--- src/rtl/riscv_ras_pkg.sv ---
// Shared types and constants for the return-address stack: operation encoding,
// RISC-V opcodes and the link-register numbers used by the push/pop hints.
package riscv_ras_pkg;

    typedef enum logic [1:0] {
        RAS_NONE,
        RAS_PUSH,
        RAS_POP,
        RAS_POPPUSH
    } ras_op_e;

    localparam logic [6:0] OP_JAL  = 7'b1101111;
    localparam logic [6:0] OP_JALR = 7'b1100111;
    localparam logic [4:0] REG_RA  = 5'd1;
    localparam logic [4:0] REG_T0  = 5'd5;

    function automatic logic is_link(input logic [4:0] r);
        return (r == REG_RA) || (r == REG_T0);
    endfunction

endpackage

--- src/rtl/riscv_ras_classify.sv ---
// Combinational jal/jalr classifier following the x1/x5 link-register hints.
module riscv_ras_classify
    import riscv_ras_pkg::*;
(
    input  logic        instr_valid,
    input  logic [31:0] instr,
    output ras_op_e     ras_op
);

    logic [6:0] opcode;
    logic [2:0] funct3;
    logic [4:0] rd;
    logic [4:0] rs1;
    logic       rd_link;
    logic       rs1_link;

    assign opcode   = instr[6:0];
    assign rd       = instr[11:7];
    assign funct3   = instr[14:12];
    assign rs1      = instr[19:15];
    assign rd_link  = is_link(rd);
    assign rs1_link = is_link(rs1);

    always_comb begin
        ras_op = RAS_NONE;
        if (instr_valid) begin
            if (opcode == OP_JAL) begin
                if (rd_link) ras_op = RAS_PUSH;
            end else if (opcode == OP_JALR && funct3 == 3'b000) begin
                if (rd_link && !rs1_link) begin
                    ras_op = RAS_PUSH;
                end else if (!rd_link && rs1_link) begin
                    ras_op = RAS_POP;
                end else if (rd_link && rs1_link) begin
                    // Same link register on both sides is a plain call, not a coroutine swap.
                    ras_op = (rd != rs1) ? RAS_POPPUSH : RAS_PUSH;
                end
            end
        end
    end

endmodule

--- src/rtl/riscv_ras.sv ---
// Circular return-address stack with saturating count and a single {tos, count}
// checkpoint for undoing speculative updates.
module riscv_ras
    import riscv_ras_pkg::*;
#(
    parameter  int unsigned XLEN  = 32,
    parameter  int unsigned DEPTH = 8,
    localparam int unsigned PTR_W = $clog2(DEPTH)
) (
    input  logic             clk,
    input  logic             rst,
    input  logic             instr_valid,
    input  logic [31:0]      instr,
    input  logic [XLEN-1:0]  pc,
    input  logic             ckpt_save,
    input  logic             ckpt_restore,
    output logic             pred_valid,
    output logic [XLEN-1:0]  pred_target,
    output logic [PTR_W:0]   count,
    output ras_op_e          ras_op
);

    localparam logic [PTR_W:0] FULL = (PTR_W + 1)'(DEPTH);

    logic [XLEN-1:0]  stack_q [DEPTH];
    logic [PTR_W-1:0] tos_q, tos_d;
    logic [PTR_W:0]   count_q, count_d;
    logic [PTR_W-1:0] ckpt_tos_q;
    logic [PTR_W:0]   ckpt_count_q;

    logic             wr_en;
    logic [PTR_W-1:0] wr_idx;
    logic [XLEN-1:0]  push_val;
    logic [PTR_W-1:0] tos_inc;

    riscv_ras_classify u_classify (
        .instr_valid (instr_valid),
        .instr       (instr),
        .ras_op      (ras_op)
    );

    assign push_val = pc + XLEN'(4);
    assign tos_inc  = tos_q + PTR_W'(1);

    always_comb begin
        tos_d   = tos_q;
        count_d = count_q;
        wr_en   = 1'b0;
        wr_idx  = tos_inc;
        if (ckpt_restore) begin
            tos_d   = ckpt_tos_q;
            count_d = ckpt_count_q;
        end else begin
            unique case (ras_op)
                RAS_PUSH: begin
                    tos_d   = tos_inc;
                    wr_en   = 1'b1;
                    count_d = (count_q == FULL) ? FULL : count_q + 1'b1;
                end
                RAS_POP: begin
                    if (count_q != '0) begin
                        tos_d   = tos_q - PTR_W'(1);
                        count_d = count_q - 1'b1;
                    end
                end
                RAS_POPPUSH: begin
                    wr_en = 1'b1;
                    if (count_q == '0) begin
                        // Nothing to replace, so fall back to a plain push.
                        tos_d   = tos_inc;
                        count_d = count_q + 1'b1;
                    end else begin
                        wr_idx = tos_q;
                    end
                end
                default: ;
            endcase
        end
    end

    always_ff @(posedge clk) begin
        if (rst) begin
            for (int i = 0; i < DEPTH; i++) stack_q[i] <= '0;
            tos_q        <= '0;
            count_q      <= '0;
            ckpt_tos_q   <= '0;
            ckpt_count_q <= '0;
        end else begin
            tos_q   <= tos_d;
            count_q <= count_d;
            if (wr_en) stack_q[wr_idx] <= push_val;
            if (ckpt_save && !ckpt_restore) begin
                ckpt_tos_q   <= tos_q;
                ckpt_count_q <= count_q;
            end
        end
    end

    assign count       = count_q;
    assign pred_valid  = (count_q != '0);
    assign pred_target = pred_valid ? stack_q[tos_q] : '0;

endmodule

--- config.mk ---
export PLATFORM = sky130hd
export DESIGN_NAME = riscv_ras
export DESIGN_NICKNAME = d
export VERILOG_FILES = /design/src/rtl/riscv_ras_pkg.sv /design/src/rtl/riscv_ras_classify.sv /design/src/rtl/riscv_ras.sv
export SDC_FILE = /design/constraint.sdc
export NUM_CORES = 1
export LEC_CHECK = 0
export ABC_CLOCK_PERIOD_IN_PS = 9700
export BUFFER_PORTS_ARGS = -buffer_cell sky130_fd_sc_hd__buf_2
export CORE_MARGIN = 3
export CORE_UTILIZATION = 45
export CTS_BUF_LIST = sky130_fd_sc_hd__clkbuf_8
export CTS_CLUSTER_DIAMETER = 30
export DETAILED_ROUTE_END_ITERATION = 10
export PLACE_DENSITY = 0.61
export SLEW_MARGIN = 20
export SYNTH_ARGS = -nofsm -noshare
export SYNTH_HDL_FRONTEND = slang
export SYNTH_SLANG_ARGS = --single-unit
--- constraint.sdc ---
create_clock -name clk -period 9.7 [get_ports clk]
set_input_delay 1.94 -clock clk [delete_from_list [all_inputs] [get_ports clk]]
set_output_delay 1.94 -clock clk [all_outputs]
set_load 0.1 [all_outputs]
**Yosys cells after proc, flatten, opt, wreduce, memory -nomap -nowiden**

Memory sizes are Yosys's and may differ from the RTL's. A register that Yosys moved wholly into a read port is not among the register bits.
Index checks and enable logic that the tools add are counted.

- Register bits after elaboration: 14
- Latch bits: 0
- Memory bits (writable): 256
- Memory bits (read-only): 0
- Input port bits: 69
- Output and inout bits: 39
- Word-level logic and storage cells: 73
- Memories: 1

Memories:

| memory | words | bits a word | rd ports | clocked after memory_dff | write ports | RTL line | source |
|---|---|---|---|---|---|---|---|
| stack_q | 8 | 32 | 1 | 1 | 8 | riscv_ras.sv:25 | `logic [XLEN-1:0] stack_q [DEPTH];` |

- Add/sub/neg operators: 5
- Multiply operators: 0
- Div/mod/pow operators: 0
- Order comparisons: 0
- Equal/unequal tests: 13
- Shift-type cells: 0
- Muxes and demuxes: 32
- Bitwise gates (word level): 0
- Reduce and logical (&&, ||, !) cells: 18

Operators by type and width:

| operator | count |
|---|---|
| $mux W32 | 2 |
| $add A32 B3 Y32 const B | 1 |
| $reduce_or A32 Y1 | 1 |
| $mux W3 | 8 |
| $mux W4 | 4 |
| $eq A7 B7 Y1 const B | 2 |
| $mux W2 | 7 |
| $pmux W4 S3 | 1 |
| $eq A5 B1 Y1 const B | 2 |
| $eq A5 B3 Y1 const B | 2 |
| $mux W1 | 9 |
| $pmux W3 S3 | 1 |
| $reduce_bool A4 Y1 | 2 |
| $ne A3 B3 Y1 const B | 2 |
| $logic_and A1 B1 Y1 | 5 |
| $ne A5 B5 Y1 | 1 |
| $add A4 B1 Y4 const B | 1 |
| $eq A2 B2 Y1 const B | 2 |
| $eq A4 B4 Y1 const B | 1 |
| $logic_not A4 Y1 | 1 |
| $sub A4 B1 Y4 const B | 1 |
| $add A3 B1 Y3 const B | 1 |
| $logic_not A1 Y1 | 3 |
| $logic_not A3 Y1 | 1 |
| 6 further kinds | 7 |

**Logic depth before layout (Yosys ltp)**

- Word-level depth: 18
- Gate-level depth with buffers: 11

**Modules after synthesis**

From an unflattened synthesis, not the netlist that was laid out.

- Cell total of the unflattened synthesis: 989
- Area, all modules: 12932.4 um2

Modules (own cells, without submodules):

| module | instances | cells each | area an instance (um2) |
|---|---|---|---|
| riscv_ras | 1 | 978 | 12844.8 |
| riscv_ras_classify | 1 | 11 | 87.6 |

**Worst setup path after synthesis**

OpenSTA, ideal clock, no wires.

- Kind: input to register
- Start point: in instr[13]
- End point: mem stack_q[4][0] (enable)
- Arrival: 7.655 ns
- Data required time: 9.272 ns
- Path slack: 1.617 ns
- Cell stages on the path: 10
- Path buffers: 1
- Path through: nor3_1 > nand4b_1 > a211oi_1 > ha_1 > nor2b_1 > nand3_1 > a21oi_1 > nand2_1 > clkbuf_1 > o21bai_1

RTL lines:

| element | RTL line | source |
|---|---|---|
| start, declared | riscv_ras.sv:13 | `input logic [31:0] instr,` |
| end, declared | riscv_ras.sv:25 |  |

==> results.ini <==
[run_status]
status=complete, no violations

[logic_synthesis]
async_flop_share_pct=0
syn_area_um2=13100
synth_edf_count=256
synth.distinct_cells=61
synth_seq_cells=273
synth_flop_cell=edfxtp_1
syn-num-nets=1103
netlist_instances=1026
yosys_warnings=0
ys_seq_area_share_pct=61.2
avgSynthCellArea_um2=12.8

[sta]
setup_ws_ps=3650
slew_headroom_pct=29.0
tightestPinTransition_ps=1060
rsz0062_at_grt=false
setup_violations=0
finalCritPeriodShare_pct=62.4
finalClockSkew_ps=33.0
fmax_mhz=165
final-hold-violation-count=0
finalSetupTns_ps=0
fin_crit_ps=6050
slew_violations=0

[place]
pre_cts_slack_ps=3090
io_buffers=95
dp_hpwl_mm=19.5
gp_congestion=0.774

[clocking]
cts_root_buffer=clkbuf_8
cts_buffers=59
ctsResizeCount=0
cts.sink_count=273
post_cts_buffers=0
cts_max_level=2
cts_tree=built
worst_skew_pair.late_latency_ps=590
path_clk_slew_ps=50
cts_buffer_depth=3
hold_buffers=0

[critical_path]
path_class=in -> reg
critPathMostFrequentCell=buf_4
crit_family=simple AND/OR/NAND/NOR gates
crit_fanout=22
slowest_stage=a211oi_4
arrival_ps=6280
cp-start-kind=input pin
worstSetupEndpointType=register
crit_chain=buf_2 > nor4b_2 > o2111ai_1 > inv_1 > ha_1 > nor2b_1 > nand3_1 > a211oi_4 > buf_4 > nand2b_1 > nand2b_2 > buf_4
cpPeakStageDelay_ps=950
worstPathRequired_ps=9930
path_buf_inv=4

[detailed_routing]
vias=8796
drc=0
wirelength_mm=33.6
wl_per_cell_um=21.7
avgViaCountPerCell=5.67
drt-pass1-iter-count=5
drt_iter0_drc=932
detail-route-antenna-nets=0

[cells_and_area]
antenna_cells=0
drive_above_1_share_pct=25.0
area_delta_synth_final_pct=16.2
nNetsFinal=1206
nFillCells=2470

[global_route]
grt_util_all_layers_pct=21.7
antenna_found_initial=0
use_met2_pct=36.0
grt-ovfl-total=0
grt_pass1_vias=9036
grt_max_degree=67
met3_usage_pct=3.93
grt_first_pass_wirelength_mm=51.5
grt_util_met1_pct=29.8
busiest_layer=met2

[die]
die_h_um=177
die_width_um=177
die_area_um2=31200
io_pins=108
start_util_pct=46.4
row_count=61
core_um2=28200

[power_and_ir_drop]
leakagePower_nw=5.23
vdd_ir_drop_max_mv=0.146
p_per_area_nw_per_um2=182

[run]
cap_viol_max_count=0

[worst_hold_path]
min-delay-path-class=reg -> reg

registers in the layout, indices dropped and copies added, names as in the netlist, named ones only:
name and flops:
ckpt_count_q 4, ckpt_tos_q 3, stack_q 256, count 4, tos_q 3
cell usage after synthesis, drive strengths merged (2+ instances only):
cell type | instances | area, um^2
a2bb2oi | 2 | 17.5
a211oi | 5 | 42.5
or3 | 2 | 12.5
dfxtp | 17 | 340
inv | 17 | 63.8
buf | 31 | 156
o21a | 7 | 52.6
or2 | 2 | 12.5
mux4 | 64 | 1440
o31a | 7 | 61.3
nor2b | 9 | 56.3
mux2i | 40 | 400
ha | 8 | 100
a21o | 2 | 15.0
nand4 | 8 | 56.3
and4 | 7 | 61.3
and2 | 3 | 18.8
a22oi | 3 | 22.5
nor2 | 284 | 1070
a221oi | 5 | 43.8
a211o | 2 | 17.5
a21oi | 13 | 65.1
nor3 | 34 | 170
edfxtp | 256 | 7690
nand3 | 12 | 60.1
nand2b | 17 | 106
clkbuf | 41 | 154
and3 | 4 | 25.0
o21ai | 36 | 203
nor4 | 10 | 96.4
xor2 | 2 | 17.5
o21bai | 4 | 30.0
xnor2 | 13 | 114
nand2 | 40 | 150
o31ai | 3 | 22.5
placed cells by master (no fill, tap or decap), drive strengths merged, types with 10 or more instances in the layout:
cell	instances
o21ai	36
nand3	12
xnor2	13
inv	29
nand2b	17
nor2	284
nor3	34
buf	114
a21oi	13
nor4	10
mux2i	40
mux4	64
nand2	40
clkbuf	59
dfxtp	17
edfxtp	256
clkinv	23
logic make-up (layout without fill, tap and decap cells):
kind of cell             Yosys count  in the layout  share of synthesized area [%]
multiplexers                     104            104                           14.0
AND/OR/NAND/NOR                  438            438                           14.9
flip-flops                       273            273                           61.2
AO/OA/AOI/OAI                     99             99                           5.17
adder cells (fa/ha/maj)            8              8                          0.763
buffers and inverters             89            236                           2.85
XOR/XNOR                          15             15                           1.00
routing by layer:
layer	up-vias	routed length, um	part of all wire [%]
li1	4023	-	-
met3	60	2550	7.6
met2	348	16300	48
met5	-	0	0
met1	4365	14200	42
met4	0	661	2.0
per-stage QoR:
step | instances | power (mW) | util [%] | hold WS [ps] | cell area [um^2]
floorplan | 1026 | 1.47 | - | 439 | 13100
global placement | 1445 | 1.53 | 49.6 | 452 | 14000
detailed placement | 1445 | 1.54 | 49.6 | 462 | 14000
CTS | 1550 | 2.80 | 53.8 | 470 | 15200
global route | 1551 | 2.86 | 53.9 | 508 | 15200
finish | 1551 | 2.78 | 53.9 | 469 | 15200
worst paths after layout:
check                               start                     endpoint  slack, ps  cells past startpoint
max                              instr[8]  stack_q[2][6]$_SDFFCE_PN0P_       3650                     12
min reg2reg  ckpt_count_q[1]$_SDFFE_PP0P_        count[1]$_SDFFE_PP0P_        470                      2
min          ckpt_count_q[1]$_SDFFE_PP0P_        count[1]$_SDFFE_PP0P_        470                      2
max reg2reg         count[0]$_SDFFE_PP0P_  stack_q[2][6]$_SDFFCE_PN0P_       5090                     11
worst reg2reg max path, stage by stage (launching register included):
cell,delay (ps)
dfxtp_1,490
inv_1,190
ha_1,290
nor3b_4,160
buf_4,330
inv_2,220
nand3_1,220
a211oi_4,950
buf_4,440
nand2b_1,150
nand2b_2,350
buf_4,460
report_power, final:
group          internal (mW)  total (mW)  switching (mW)
clock                  0.753        1.26           0.511
combinational         0.0448       0.181           0.136
sequential              1.32        1.33          0.0108
total                   2.12        2.78           0.657
layout make-up:
cell class,instances,area (um^2),share of cell area [%]
clock inverter,46,392,2.57
multi-input combinational,664,4820,31.6
tap,378,473,3.10
inverter,17,63.8,0.419
clock buffer,59,812,5.33
timing repair buffer,114,638,4.19
sequential,273,8030,52.7
Note: power is estimated with default switching activity, not from simulation.
